--- config.mk ---
export PLATFORM = sky130hd
export DESIGN_NAME = fifo_empty
export DESIGN_NICKNAME = d
export VERILOG_FILES = /design/src/rtl/fifo_pkg.sv /design/src/rtl/ptr_sync.sv /design/src/rtl/fifo_empty.sv
export SDC_FILE = /design/constraint.sdc
export NUM_CORES = 1
export LEC_CHECK = 0
export ABC_AREA = 1
export CAP_MARGIN = 10
export CORE_UTILIZATION = 51
export DETAILED_ROUTE_END_ITERATION = 16
export GPL_TIMING_DRIVEN = 0
export PLACE_DENSITY = 0.79
export SETUP_SLACK_MARGIN = 0.1
export SYNTH_ARGS = -nofsm -noshare
export SYNTH_HDL_FRONTEND = slang
export SYNTH_SLANG_ARGS = --single-unit
--- constraint.sdc ---
create_clock -name i_rd_clk -period 5.2 [get_ports i_rd_clk]
set_clock_uncertainty 0.1 [all_clocks]
set_input_delay 1.04 -clock i_rd_clk [delete_from_list [all_inputs] [get_ports i_rd_clk]]
set_output_delay 1.04 -clock i_rd_clk [all_outputs]
set_load 0.01 [all_outputs]
--- src/rtl/fifo_pkg.sv ---
// Shared helpers for the async FIFO pointer logic (read and write sides).
// Gray conversions run on a wide word; callers zero-extend and truncate to their width.
package fifo_pkg;

   localparam int ADDRSIZE_DEF = 4;
   localparam int PTR_MAX      = 32;

   typedef logic [PTR_MAX-1:0] ptr_word_t;

   function automatic ptr_word_t bin2gray(input ptr_word_t b);
      return b ^ (b >> 1);
   endfunction

   // Zero upper bits do not disturb the prefix XOR, so any width up to PTR_MAX works.
   function automatic ptr_word_t gray2bin(input ptr_word_t g);
      ptr_word_t b;
      b = '0;
      for (int i = 0; i < PTR_MAX; i++) b[i] = ^(g >> i);
      return b;
   endfunction

endpackage

--- src/rtl/ptr_sync.sv ---
// Multi-bit flop chain for carrying a Gray pointer across clock domains.
// Output is the last stage; synchronous active-high reset clears every stage.
module ptr_sync #(
   parameter int WIDTH  = 5,
   parameter int STAGES = 2
) (
   input  logic             clk,
   input  logic             rst,
   input  logic [WIDTH-1:0] i_d,
   output logic [WIDTH-1:0] o_q
);

   logic [STAGES-1:0][WIDTH-1:0] stage_d, stage_q;

   always_comb begin
      stage_d    = stage_q;
      stage_d[0] = i_d;
      for (int i = 1; i < STAGES; i++) stage_d[i] = stage_q[i-1];
   end

   always_ff @(posedge clk) begin
      if (rst) stage_q <= '0;
      else     stage_q <= stage_d;
   end

   assign o_q = stage_q[STAGES-1];

endmodule

--- src/rtl/fifo_empty.sv ---
// Read-side pointer and flag controller of the async FIFO: read address, Gray read
// pointer for the write domain, and empty / almost-empty / level / underflow status.
module fifo_empty
   import fifo_pkg::*;
#(
   parameter int ADDRSIZE      = ADDRSIZE_DEF,
   parameter int SYNC_STAGES   = 2,
   parameter int AEMPTY_THRESH = 2
) (
   input  logic                i_rd_clk,
   input  logic                i_rd_rst,
   input  logic                i_rd_en,
   input  logic [ADDRSIZE:0]   i_wr_ptr,
   output logic                o_empty,
   output logic                o_almost_empty,
   output logic [ADDRSIZE-1:0] o_rd_addr,
   output logic [ADDRSIZE:0]   o_rd_ptr,
   output logic [ADDRSIZE:0]   o_rd_level,
   output logic                o_underflow
);

   localparam int PW = ADDRSIZE + 1;

   logic [PW-1:0] wr_ptr_sync;
   logic [PW-1:0] rd_bin_d, rd_bin_q;
   logic [PW-1:0] rd_ptr_d, rd_ptr_q;
   logic [PW-1:0] level_d, level_q;
   logic          empty_d, empty_q;
   logic          aempty_d, aempty_q;
   logic          underflow_d, underflow_q;
   logic          rd_inc;

   ptr_sync #(.WIDTH(PW), .STAGES(SYNC_STAGES)) u_wr_sync (
      .clk (i_rd_clk),
      .rst (i_rd_rst),
      .i_d (i_wr_ptr),
      .o_q (wr_ptr_sync)
   );

   // Flags are computed from the post-read pointer so the read that takes the
   // last word raises empty on the same edge.
   always_comb begin
      rd_inc      = i_rd_en & ~empty_q;
      rd_bin_d    = rd_bin_q + PW'(rd_inc);
      rd_ptr_d    = PW'(bin2gray(ptr_word_t'(rd_bin_d)));
      empty_d     = (rd_ptr_d == wr_ptr_sync);
      level_d     = PW'(gray2bin(ptr_word_t'(wr_ptr_sync))) - rd_bin_d;
      aempty_d    = (level_d <= PW'(AEMPTY_THRESH));
      underflow_d = underflow_q | (i_rd_en & empty_q);
   end

   always_ff @(posedge i_rd_clk) begin
      if (i_rd_rst) begin
         rd_bin_q    <= '0;
         rd_ptr_q    <= '0;
         level_q     <= '0;
         empty_q     <= 1'b1;
         aempty_q    <= 1'b1;
         underflow_q <= 1'b0;
      end else begin
         rd_bin_q    <= rd_bin_d;
         rd_ptr_q    <= rd_ptr_d;
         level_q     <= level_d;
         empty_q     <= empty_d;
         aempty_q    <= aempty_d;
         underflow_q <= underflow_d;
      end
   end

   assign o_empty        = empty_q;
   assign o_almost_empty = aempty_q;
   assign o_rd_addr      = rd_bin_q[ADDRSIZE-1:0];
   assign o_rd_ptr       = rd_ptr_q;
   assign o_rd_level     = level_q;
   assign o_underflow    = underflow_q;

endmodule

==> impl_results.md <==
* Crit. End Element: flip-flop
* HPWL Detailed at approximately 1900 um
* Total number of vias at between 1000 and 1500
* Top_reg_cell synth: dfxtp_1
* Initial DRC Count at 18
* EDFF count, synth at 0
* WS Path Type: primary input to flip-flop
* Post-Route WL at approximately 2400 um
* GPL Wtd Cong at approximately 0.84
* Mapped Cells at about 190
* Final Hold Vio Count at 0
* Port Buffers at 24
* NumNets Final at about 230
* GRT Resource Usage Total at 20.8%
* Post-Synthesis Cell Area at ~1300 sq um
* Min-Delay Path Depth at 2
* Crit-path cells: clkdlybuf4s50_1 > nand3_2 > inv_1 > ha_1 > inv_1 > nand2_2 > nand2_1 > inv_1 > ha_1 > inv_1 > nand2_1 > nand2_1 > nand3_1 > nand2_1 > inv_1 > nand2_1 > nor2_2
* Peak supply drop at between 0.15 and 0.2 mV
* Core Box Area at around 2300 sq um
* CTS H-tree lvls at 1
* CP bufs+invs at 6
* Routed WL per cell at roughly 10 um
* GRT overflow at 0
* Least-Margin Pin Slew at ~0.50 ns
* Share of layout cells above drive strength 1 at 10.3%
* Hold endpoint: u_wr_sync.o_q[3]$_SDFF_PP0_
* Die Y at 52.5 um
* CP max FO at 5
* CP startpoint kind: primary input
* Die width at 52.5 um
* First-pass GRT wire length at a little over 4000 um
* Vias per inst at between 4 and 5
* Post-CTS Resized at 0
* Post-synth ARST share at 0%
* Post-DRT Antenna Nets at 0
* FF-to-FF Start: o_empty$_SDFF_PP1_
* Max clock buf depth at 2
* Filler instances at about 200
* Hold Buf Count CTS at 0
* R2R depth at 17
* Cell row count at 17
* Critical Path AT at roughly 3.2 ns
* Leak pwr at a little over 0.8 nW
* Sum Neg Setup Slack at 0 ns
* Fmax at around 0.33 GHz
* Drt drc at 0
* Outcome: completed
* Setup violators final at 0
* Max-Cap Viols at 0
* First-pass detailed-route iteration total at 4
* Largest net degree at the start of global routing at 15
* Worst R2R End: o_almost_empty$_SDFF_PP1_
* Final Util at a little over two thirds
* Slew Viols, Final at 0
* CP Launch Point: i_rd_en
* Clk_lat worst skew at between 0.3 and 0.4 ns
* Clock tree sinks at 27
* Antenna diode count at 0
* Number of global-route vias before repair at about 1100
* Relative slew slack at between 60% and 70%
* Max stage delay on crit path at ~0.52 ns
* Total CTS buffers at 3
* CTS tree: yes
* Final period utilization at around three fifths
* RSZ-0062 raised after global routing: false
* Worst hold start: u_wr_sync.stage_d[8]$_SDFF_PP0_
* Slowest cell on the critical path: clkdlybuf4s50_1
* Sequential share of the synthesized area at about two fifths
* Die area at around 2800 sq um
* Fin worst setup slack at ~2.2 ns
* Area Overhead vs Synth at 23.2%
* Postcts setup bufs at 0
* Net Count, Synth at 198
* Initial core utilization at 56.6%
* CTS clk-pin slew, worst paths at around 0.14 ns
* Setup slack, reg-to-reg at a little under 3 ns
* HP Class: flip-flop to flip-flop
* Synth cell types at 20
* Pwr dens at 267 nW/um^2
* IO Count at 25
* CTS Root Cell: clkbuf_4
* Syn Area/Cell at ~7 sq um
* Worst slack, placed at 1.85 ns
* Tmin final at between 3 and 4 ns
* Req. time, crit path at approximately 5.3 ns
* #FFs+latches synth at 27
* Yosys warns at 0
* Antenna violations before repair at 0
* Crit-path leading delay family: buffers and inverters
-- cells in the final DEF (no fill, tap or decap), drive strengths merged --
cell type	n
o21ai	1
clkbuf	6
nand4	1
dfxtp	27
nor2	23
ha	5
nand3	18
xor2	5
nand2	57
a21oi	6
xnor2	2
inv	37
clkdlybuf4s50	24
nand3b	1
-- tightest hold or removal path: cells and delay by family, from the launching register on --
| family | cells | cell delay [ns] |
|---|---|---|
| buf+inv | 1 | 0.04 |
| flops | 1 | 0.32 |
| simple gates | 1 | 0.03 |
-- area by class of cell --
cell class | count | area [sq um] | share of cell area, %
Multi-Input combinational cell | 119 | 614 | 38.3
Sequential cell | 27 | 541 | 33.7
Timing Repair Buffer | 24 | 240 | 15.0
Inverter | 37 | 139 | 8.67
Tap cell | 28 | 35.0 | 2.19
Clock buffer | 4 | 26.3 | 1.64
Buffer | 2 | 7.51 | 0.468
-- logic make-up (layout without fill, tap and decap cells) --
| kind of cell | count (synthesis) | count (layout) | synth area share [%] |
|---|---|---|---|
| buf+inv | 39 | 67 | 11.3 |
| xor+xnor | 7 | 7 | 4.71 |
| flops | 27 | 27 | 41.5 |
| fa+ha+maj | 5 | 5 | 4.81 |
| compound gates | 7 | 7 | 2.98 |
| simple gates | 100 | 100 | 34.7 |
-- worst max path at each step --
stage                     slack (ns)                   endpoint  cells after the start
final                           2.17  o_almost_empty$_SDFF_PP1_                     17
after detailed placement        1.85  o_almost_empty$_SDFF_PP1_                     17
after floorplan                 2.56  o_almost_empty$_SDFF_PP1_                     16
after global routing            1.98  o_almost_empty$_SDFF_PP1_                     17
after global placement          1.90  o_almost_empty$_SDFF_PP1_                     17
after CTS                       2.19  o_almost_empty$_SDFF_PP1_                     17
-- synth_stat cells, types with 5 or more instances --
cell type / n / area (sq um)
inv_2: 5 / 18.8
xor2_1: 5 / 43.8
nand2_1: 49 / 184
dfxtp_1: 27 / 541
inv_1: 32 / 120
ha_1: 5 / 62.6
a21oi_1: 5 / 25.0
nor2_1: 20 / 75.1
nand2_2: 7 / 43.8
nand3_1: 16 / 80.1
-- per-stage QoR --
stage	total power, mW	instances	hold WS, ns	area, sq um
after CTS	0.434	241	0.316	1600
after floorplan	0.301	185	0.288	1300
after global routing	0.456	241	0.345	1600
after global placement	0.341	237	0.289	1580
final	0.429	241	0.314	1600
after detailed placement	0.344	237	0.297	1580
-- metal layers --
layer | wire, um | GRT usage [%]
met1 | 1040 | 22.0
met2 | 1240 | 37.8
met3 | 74 | 2.90
met5 | 0 | 0
met4 | 68 | 13.2
-- sequential cells by signal (all words and copies together) (netlist names) --
| signal | flops |
|---|---|
| o_rd_level | 5 |
| o_almost_empty | 1 |
| u_wr_sync.stage_d | 5 |
| rd_bin_q | 5 |
| o_underflow | 1 |
| u_wr_sync.o_q | 5 |
| o_empty | 1 |
| o_rd_ptr | 4 |
-- power by group --
group | internal [mW] | switching [mW] | total [mW] | leakage, nW
clock | 0.0301 | 0.0595 | 0.0896 | 0.0150
sequential | 0.223 | 0.00665 | 0.230 | 0.222
combinational | 0.0521 | 0.0568 | 0.109 | 0.592
Power figures use the tool's default switching activity.
